**src/rtl/si_byte_sample_packer_if.sv**
```systemverilog
// Simple-interface byte stream from the FT245 FIFO front end: rdy/data from
// upstream, one-cycle ack pulse back from the consumer.
interface si_byte_sample_packer_if;
  logic [7:0] rx_data_si;
  logic       rx_rdy_si;
  logic       rx_ack_si;

  modport master (output rx_data_si, output rx_rdy_si, input rx_ack_si);
  modport slave  (input rx_data_si, input rx_rdy_si, output rx_ack_si);
endinterface

```
**src/rtl/si_byte_sample_packer.sv**
```systemverilog
// Packs the FT245 byte stream little-endian into DAC samples, buffers them in a FIFO and
// releases one per sample_en after a prefill level. Optional macro: PACKER_UNDERRUN_CNT_EN.
module si_byte_sample_packer #(
  parameter int BYTES_PER_SAMPLE = 2,
  parameter int FIFO_AW          = 4,
  parameter int START_LEVEL      = 8
) (
  input  logic                            clk,
  input  logic                            rst,
  si_byte_sample_packer_if.slave          rx,
  input  logic                            flush,
  input  logic                            sample_en,
  output logic [8*BYTES_PER_SAMPLE-1:0]   sample_out,
  output logic                            sample_valid,
  output logic                            underrun,
  output logic [FIFO_AW:0]                fifo_level,
  output logic [15:0]                     underrun_cnt
);
  localparam int SW    = 8 * BYTES_PER_SAMPLE;
  localparam int DEPTH = 2 ** FIFO_AW;
  localparam int IW    = (BYTES_PER_SAMPLE > 1) ? $clog2(BYTES_PER_SAMPLE) : 1;
  localparam logic [FIFO_AW:0] DEPTH_L = (FIFO_AW + 1)'(DEPTH);
  localparam logic [FIFO_AW:0] START_L = (FIFO_AW + 1)'(START_LEVEL);
  localparam logic [IW-1:0]    IDX_LAST = IW'(BYTES_PER_SAMPLE - 1);

  typedef enum logic {ST_PREFILL, ST_RUN} state_t;

  state_t               state_q, state_d;
  logic [IW-1:0]        idx_q, idx_d;
  logic                 ack_q, ack_d;
  logic [FIFO_AW-1:0]   wr_ptr_q, wr_ptr_d, rd_ptr_q, rd_ptr_d;
  logic [FIFO_AW:0]     level_q, level_d;
  logic [SW-1:0]        sample_out_q, sample_out_d;
  logic                 sample_valid_q, sample_valid_d;
  logic                 underrun_q, underrun_d;
  logic [SW-1:0]        mem [DEPTH];
  logic [SW-1:0]        assembled;
  logic                 capture, last_byte, fifo_wr, rd_en, underrun_evt;

  // An outstanding ack blocks capture, since upstream rdy is still high that cycle.
  assign capture   = rx.rx_rdy_si && !ack_q && (level_q != DEPTH_L) && !flush;
  assign last_byte = (idx_q == IDX_LAST);
  assign fifo_wr   = capture && last_byte;

  // Earlier bytes are shifted down so byte 0 ends up in the low lane.
  if (BYTES_PER_SAMPLE > 1) begin : g_pack
    logic [SW-9:0] pack_q, pack_d;
    assign assembled = {rx.rx_data_si, pack_q};
    always_comb begin
      pack_d = pack_q;
      if (flush)
        pack_d = '0;
      else if (capture && !last_byte)
        pack_d = assembled[SW-1:8];
    end
    always_ff @(posedge clk) begin
      if (rst) pack_q <= '0;
      else     pack_q <= pack_d;
    end
  end else begin : g_nopack
    assign assembled = rx.rx_data_si;
  end

  always_ff @(posedge clk) begin
    if (fifo_wr)
      mem[wr_ptr_q] <= assembled;
  end

  always_ff @(posedge clk) begin
    if (rst) state_q <= ST_PREFILL;
    else     state_q <= state_d;
  end

  always_comb begin
    state_d = state_q;
    case (state_q)
      ST_PREFILL: if (level_q >= START_L) state_d = ST_RUN;
      ST_RUN:     if (sample_en && level_q == '0) state_d = ST_PREFILL;
      default:    state_d = ST_PREFILL;
    endcase
    if (flush)
      state_d = ST_PREFILL;
  end

  // A write landing on an empty FIFO at the same edge is not bypassed to the reader.
  always_comb begin
    rd_en          = 1'b0;
    underrun_evt   = 1'b0;
    sample_valid_d = 1'b0;
    sample_out_d   = sample_out_q;
    if (flush) begin
      sample_out_d = '0;
    end else if (sample_en) begin
      if (state_q == ST_RUN && level_q != '0) begin
        rd_en          = 1'b1;
        sample_out_d   = mem[rd_ptr_q];
        sample_valid_d = 1'b1;
      end else begin
        sample_out_d = '0;
        underrun_evt = (state_q == ST_RUN);
      end
    end
  end

  always_comb begin
    ack_d      = capture;
    idx_d      = idx_q;
    wr_ptr_d   = wr_ptr_q;
    rd_ptr_d   = rd_ptr_q;
    level_d    = level_q;
    underrun_d = underrun_q | underrun_evt;
    if (capture)
      idx_d = last_byte ? '0 : idx_q + IW'(1);
    if (fifo_wr)
      wr_ptr_d = wr_ptr_q + FIFO_AW'(1);
    if (rd_en)
      rd_ptr_d = rd_ptr_q + FIFO_AW'(1);
    case ({fifo_wr, rd_en})
      2'b10:   level_d = level_q + (FIFO_AW + 1)'(1);
      2'b01:   level_d = level_q - (FIFO_AW + 1)'(1);
      default: level_d = level_q;
    endcase
    if (flush) begin
      idx_d      = '0;
      wr_ptr_d   = '0;
      rd_ptr_d   = '0;
      level_d    = '0;
      underrun_d = 1'b0;
    end
  end

  always_ff @(posedge clk) begin
    if (rst) begin
      ack_q          <= 1'b0;
      idx_q          <= '0;
      wr_ptr_q       <= '0;
      rd_ptr_q       <= '0;
      level_q        <= '0;
      sample_out_q   <= '0;
      sample_valid_q <= 1'b0;
      underrun_q     <= 1'b0;
    end else begin
      ack_q          <= ack_d;
      idx_q          <= idx_d;
      wr_ptr_q       <= wr_ptr_d;
      rd_ptr_q       <= rd_ptr_d;
      level_q        <= level_d;
      sample_out_q   <= sample_out_d;
      sample_valid_q <= sample_valid_d;
      underrun_q     <= underrun_d;
    end
  end

`ifdef PACKER_UNDERRUN_CNT_EN
  // Survives flush so software can read the history after recovering a stream.
  logic [15:0] ucnt_q, ucnt_d;
  always_comb begin
    ucnt_d = ucnt_q;
    if (underrun_evt && ucnt_q != 16'hFFFF)
      ucnt_d = ucnt_q + 16'd1;
  end
  always_ff @(posedge clk) begin
    if (rst) ucnt_q <= '0;
    else     ucnt_q <= ucnt_d;
  end
  assign underrun_cnt = ucnt_q;
`else
  assign underrun_cnt = 16'd0;
`endif

  assign rx.rx_ack_si  = ack_q;
  assign sample_out    = sample_out_q;
  assign sample_valid  = sample_valid_q;
  assign underrun      = underrun_q;
  assign fifo_level    = level_q;
endmodule

```
**src/flat_wrapper.sv**
```systemverilog
// flat-port wrapper written by rule: the top's interface ports become plain ports
module si_byte_sample_packer_flat 
#(
  parameter int BYTES_PER_SAMPLE = 2,
  parameter int FIFO_AW          = 4,
  parameter int START_LEVEL      = 8
)
  (clk, rst, flush, sample_en, sample_out, sample_valid, underrun, fifo_level, underrun_cnt, rx_rx_data_si, rx_rx_rdy_si, rx_rx_ack_si);
  si_byte_sample_packer_if rx_i ();
  input  logic clk;
  input  logic rst;
  input  logic flush;
  input  logic sample_en;
  output logic [8*BYTES_PER_SAMPLE-1:0] sample_out;
  output logic sample_valid;
  output logic underrun;
  output logic [FIFO_AW:0] fifo_level;
  output logic [15:0] underrun_cnt;
  input wire logic [$bits(rx_i.rx_data_si)-1:0] rx_rx_data_si;
  input wire logic [$bits(rx_i.rx_rdy_si)-1:0] rx_rx_rdy_si;
  output wire logic [$bits(rx_i.rx_ack_si)-1:0] rx_rx_ack_si;
  assign rx_i.rx_data_si = rx_rx_data_si;
  assign rx_i.rx_rdy_si = rx_rx_rdy_si;
  assign rx_rx_ack_si = rx_i.rx_ack_si;
  si_byte_sample_packer #(.BYTES_PER_SAMPLE(BYTES_PER_SAMPLE), .FIFO_AW(FIFO_AW), .START_LEVEL(START_LEVEL)) u_core (.clk(clk), .rst(rst), .rx(rx_i), .flush(flush), .sample_en(sample_en), .sample_out(sample_out), .sample_valid(sample_valid), .underrun(underrun), .fifo_level(fifo_level), .underrun_cnt(underrun_cnt));
endmodule
```
**config.mk**
```make
export PLATFORM = sky130hd
export DESIGN_NAME = si_byte_sample_packer_flat
export DESIGN_NICKNAME = d
export VERILOG_FILES = /design/src/rtl/si_byte_sample_packer_if.sv /design/src/rtl/si_byte_sample_packer.sv /design/src/flat_wrapper.sv
export SDC_FILE = /design/constraint.sdc
export NUM_CORES = 1
export LEC_CHECK = 0
export CORE_MARGIN = 5
export CORE_UTILIZATION = 50
export CTS_CLUSTER_DIAMETER = 80
export DETAILED_ROUTE_END_ITERATION = 16
export PLACE_DENSITY = 0.68
export SKIP_LAST_GASP = 1
export SYNTH_ARGS = -nofsm -noshare
export SYNTH_HDL_FRONTEND = slang
export SYNTH_SLANG_ARGS = --single-unit
```
**constraint.sdc**
```tcl
create_clock -name clk -period 4.9 [get_ports clk]
set_input_delay 0.98 -clock clk [delete_from_list [all_inputs] [get_ports clk]]
set_output_delay 0.98 -clock clk [all_outputs]
set_load 0.005 [all_outputs]
```
# [Word level (Yosys, flattened, before mapping)]
# Memories as Yosys holds them, arrays and structs flattened. A register that Yosys moved wholly into a read port is not among the register bits.
# Index checks and enable logic that the tools add are counted.
[classes] bitwise_logic=2 n_reduce_logical=14 n_addsub=5 n_eq_ne=3 order_cmp=1 n_mux=16
[ops] op="$mux W16" n=1
[ops] op="$mux W1" n=11
[ops] op="$pmux W5 S2" n=1
[ops] op="$add A4 B1 Y4 const B" n=2
[ops] op="$mux W4" n=2
[ops] op="$logic_and A1 B1 Y1" n=7
[ops] op="$add A5 B1 Y5 const B" n=1
[ops] op="$ge A5 B4 Y1 const B" n=1
[ops] op="$logic_not A5 Y1" n=1
[ops] op="$ne A5 B5 Y1 const B" n=1
[ops] op="$reduce_bool A5 Y1" n=1
[ops] op="$sub A5 B1 Y5 const B" n=1
[ops] op="$logic_not A1 Y1" n=3
[ops] op="$eq A2 B1 Y1 const B" n=1
[ops] op="$eq A2 B2 Y1 const B" n=1
[ops] op="$pmux W1 S2" n=1
[ops] op="$reduce_bool A2 Y1" n=1
[ops] op="$reduce_or A2 Y1" n=1
[ops] op="$add A1 B1 Y1 const B" n=1
[ops] op="$not A1 Y1" n=1
[ops] op="$or A1 B1 Y1" n=1
[word_totals] out_inout_bits=40 in_bits=13 ramBits=256 mem_count=1 register_bits=42 elab_cells=52
[memory_table] name="u_core.mem" words=16 word_bits=16 rd=1 rd_ports_with_merged_regs=1 write_ports=1 line_no="si_byte_sample_packer.sv:36" rtl="logic [SW-1:0] mem [DEPTH];"

# [Depth between registers and ports, before layout]
[logic_depth] ltp_word=7 depth_mapped=13 ltp_nobuf=11

# [Worst setup path before layout]
# No wires, ideal clock.
[synth_path] kind="input port to flip-flop" start="in flush" end="mem u_core.mem[3][0] (netlist name) (enable)" n_path_buf=0 slack_ns=1.629 arrival_ns=2.862 required_time_ns=4.491 cell_stages=4 setup_ns=0.409 cell_sequence="nand4bb_1 -> a21oi_2 -> nand2_1 -> nor3_1"
[synth_between] elab_chain_len=5
[synth_lines] element="start, declared" line_no="flat_wrapper.sv:12" rtl="input logic flush;"
[synth_lines] element="$logic_not A1 Y1" line_no="si_byte_sample_packer.sv:41" rtl="assign capture = rx.rx_rdy_si && !ack_q && (level_q != DEPTH_L) && !flush;"
[synth_lines] element="$logic_and A1 B1 Y1" line_no="si_byte_sample_packer.sv:41"
[synth_lines] element="$logic_and A1 B1 Y1" line_no="si_byte_sample_packer.sv:43" rtl="assign fifo_wr = capture && last_byte;"
[synth_lines] element="$mux W1" line_no="si_byte_sample_packer.sv:65" rtl="if (fifo_wr)"
[synth_lines] element="$mux W1 (implied by the code)" line_no="si_byte_sample_packer.sv:66" rtl="mem[wr_ptr_q] <= assembled;"
[synth_lines] element="end, declared" line_no="si_byte_sample_packer.sv:36"
# Every way passes these cells.

# [Final worst setup path]
[layout_path] start="in flush" end="reg u_core.level_q[4], in the netlist u_core.fifo_level[4]"
[layout_between] elab_chain_len=5 word_cells_on_any_way=9
[layout_lines] element="$logic_not A1 Y1" line_no="si_byte_sample_packer.sv:41"
[layout_lines] element="$logic_and A1 B1 Y1" line_no="si_byte_sample_packer.sv:41"
[layout_lines] element="$logic_and A1 B1 Y1" line_no="si_byte_sample_packer.sv:43"
[layout_lines] element="$eq A2 B1 Y1 or $eq A2 B2 Y1 (tied branches)" line_no="si_byte_sample_packer.sv:118" rtl="case ({fifo_wr, rd_en})"
[layout_lines] element="$pmux W5 S2 or $reduce_bool A2 Y1 (tied branches)"
[layout_lines] element="end signal, assigned" line_no="si_byte_sample_packer.sv:147" rtl="level_q <= level_d;"
[layout_lines] element="end, declared" line_no="si_byte_sample_packer.sv:32" rtl="logic [FIFO_AW:0] level_q, level_d;"
# Parallel ways exist; a longest one is shown, timed or not.
# A chain may end at the register's enable or synchronous reset.

==> flow_summary_export.csv <==
group,metric,value,unit
drt,drc_errors,0,
yosys,postSynthCellCount,632,
timing,final-hold-violation-count,0,
timing,period_needed,3.33,ns
drt,wl,24.6,mm
floorplanning,die-width,165,um
yosys,syn_area,12000,um^2
floorplanning,initial_core_util,50.8,%
hold_path,hp-class,"flop to flop",
yosys,ys_types,49,
timing,rsz0062_at_grt,"false",
drt,post_drt_wl_per_cell,23.9,um
cts,ctsLongestPathBuffers,3,
power,p_leak,4.36,nW
cts,cts_made_buffers,29,
yosys,synth_seq_cells,302,
yosys,synth_seq_area_share,72.0,%
run_status,status,"completed",
yosys,synth.top_cells.by_count,"edfxtp_1, dfxtp_1, nor2_1",
yosys,avgSynthCellArea,18.9,um^2
power,ir_worst_vdd,0.264,mV
finish,final_nets,710,
critical_path,cp-endpoint,"u_core.fifo_level[4]$_SDFFE_PP0P_",
cts,path_clk_slew,0.06,ns
drt,firstDrtPassIters,5,
drt,drtIter0Drc,537,
floorplanning,core,23500,um^2
grt,grt_pass1_vias,6262,
cts,h-tree-depth,1,
finish,syn_to_final_growth,14.7,%
cts,cts_hold_buf,0,
cts,cts_sinks,302,
critical_path,cp-startpoint,"flush",
grt,antenna_found_initial,0,
grt,grt_start_max_net_pins,54,
cts,post_cts_buffers,0,
cts,clkLatencyLatePin,0.54,ns
place,place_congestion,0.784,
yosys,synth_edf_count,256,
drt,routed_via_density,5.75,
yosys,synth_top_area_share,64.3,%
drt,vias,5939,
critical_path,worstPathRequired,5.28,ns
floorplanning,io_pins,53,
grt,grt_first_pass_wirelength,37.8,mm
timing,skew,0.0117,ns
timing,slew_viol_final,0,
grt,grt_overflow,0,
floorplanning,dieArea,27100,um^2
timing,slew_headroom,25.6,%
yosys,synthFlopType,"edfxtp_1",
grt,track_usage,18.6,%
critical_path,r2r_end,"u_core.fifo_level[4]$_SDFFE_PP0P_",
place,place_hpwl,15.3,mm
flow_run,drv_cap,0,
finish,drive_gt1_share,17.1,%
critical_path,cp-start-kind,"primary input",
floorplanning,row_count,56,
finish,diodes,0,
cts,cts_resized,0,
timing,worst_pin_slew,1.12,ns
timing,fmax,300,MHz
yosys,async_flop_share,0,%
timing,period_share,68.0,%
critical_path,crit_path_end_kind,"flop",
timing,setup_tns,0,ns
yosys,synth_warnings,0,
critical_path,critical_path_class,"primary input to flop",
critical_path,crit_arrival,3.71,ns
yosys,yosysMostFrequentCell,"edfxtp_1",
critical_path,worstPathMaxFanout,9,
yosys,yosysTopAreaCell,"edfxtp_1",
cts,cts_tree,"yes",
place,port_buffers,36,
critical_path,r2r_setup_slack,2.08,ns
finish,layoutNonFillerInstCount,1032,
critical_path,r2r_start,"u_core.fifo_level[2]$_SDFFE_PP0P_",
power,p_per_area,380,nW/um^2
place,dp_cells,978,
cts,root_buffer,"clkbuf_16",
critical_path,reg2reg_depth,11,
floorplanning,dieHeight,165,um
timing,setup_violations,0,
yosys,synthTopCellsByArea,"edfxtp_1, dfxtp_1, mux4_2",
drt,detail-route-antenna-nets,0,
layout by cell type, fill, tap and decap left out, types with 18 or more instances in the layout:
cell type / Yosys / layout
mux4_1: 27 / 27
buf_4: 18 / 24
clkbuf_16: 0 / 29
nor2_1: 43 / 43
dfxtp_1: 46 / 43
mux2i_1: 27 / 27
edfxtp_1: 256 / 256
mux4_2: 37 / 37
nor2b_1: 18 / 18
clkdlybuf4s50_1: 0 / 36
a21oi_1: 24 / 24
worst min path at each step:
stage                                 startpoint                                 to  slack, ns  depth (start not counted)
2_1_floorplan          u_core.state_q$_SDFF_PP0_          u_core.state_q$_SDFF_PP0_       0.46                          2
3_3_place_gp          u_core.underrun$_SDFF_PP0_         u_core.underrun$_SDFF_PP0_       0.46                          2
3_5_place_dp          u_core.underrun$_SDFF_PP0_         u_core.underrun$_SDFF_PP0_       0.46                          2
4_1_cts               u_core.underrun$_SDFF_PP0_         u_core.underrun$_SDFF_PP0_       0.48                          2
5_1_grt        u_core.sample_out[5]$_SDFFE_PP0P_  u_core.sample_out[5]$_SDFFE_PP0P_       0.50                          1
6_report              u_core.underrun$_SDFF_PP0_         u_core.underrun$_SDFF_PP0_       0.48                          2
worst max-delay path: stages:
cell and delay, ns:
clkdlybuf4s50_1 0.47, nand4bb_1 0.32, a21oi_2 0.42, inv_1 0.09
ha_1 0.30, xor2_1 0.19, ha_1 0.25, nor2b_1 0.13
o21ai_0 0.09, a31oi_1 0.25, o21a_1 0.17, nor3_1 0.04
report_power, final:
part / internal [mW] / total (mW) / switching (mW)
sequential: 2.77 / 2.78 / 0.00840
clock: 1.46 / 2.37 / 0.913
combinational: 0.0174 / 0.0565 / 0.0391
sequential cells by signal, indices dropped and copies added (netlist names), named ones only:
name,flops
u_core.mem,256
u_core.sample_out,16
u_core.g_pack.pack_q,8
u_core.fifo_level,5
u_core.rd_ptr_q,4
u_core.wr_ptr_q,4
u_core.idx_q,1
u_core.rx.rx_ack_si,1
u_core.sample_valid,1
u_core.state_q,1
u_core.underrun,1
stage by stage:
step	power (mW)	setup slack, ns	hold slack, ns	area (um^2)	util (%)
floorplan	2.86	1.63	0.458	12000	-
global placement	2.89	1.14	0.457	12700	53.9
detailed placement	2.89	1.06	0.462	12700	53.9
CTS	5.25	1.60	0.478	13700	58.3
global route	5.37	1.31	0.503	13700	58.3
finish	5.21	1.57	0.477	13700	58.3
area by class of cell:
| cell class | count | area [um^2] |
|---|---|---|
| Clock inverter | 20 | 285 |
| Timing Repair Buffer | 63 | 601 |
| Sequential cell | 302 | 8610 |
| Clock buffer | 34 | 744 |
| Tap cell | 319 | 399 |
| Inverter | 5 | 18.8 |
| Fill cell | 1764 | 9820 |
| Multi-Input combinational cell | 289 | 3060 |
per-layer routing:
metal | GRT usage [%] | vias to the layer above | share of wire, %
met5 | 0 | - | 0
met4 | 3.78 | 0 | 1.6
met3 | 2.92 | 30 | 5.9
met2 | 30.7 | 185 | 50
met1 | 26.7 | 3092 | 43
li1 | - | 2632 | -
kinds of logic (layout without fill, tap and decap cells):
logic type | Yosys count | after routing | synth area share [%]
AO/OA/AOI/OAI | 69 | 69 | 4.05
XOR/XNOR | 9 | 9 | 0.659
adder cells (fa/ha/maj) | 7 | 7 | 0.732
buffers and inverters | 56 | 122 | 3.11
flip-flops | 302 | 302 | 72.0
multiplexers | 91 | 91 | 15.2
other | 1 | 16 | 0.0314
AND/OR/NAND/NOR | 97 | 97 | 4.30
No activity file was read; power rests on OpenSTA's default activity.
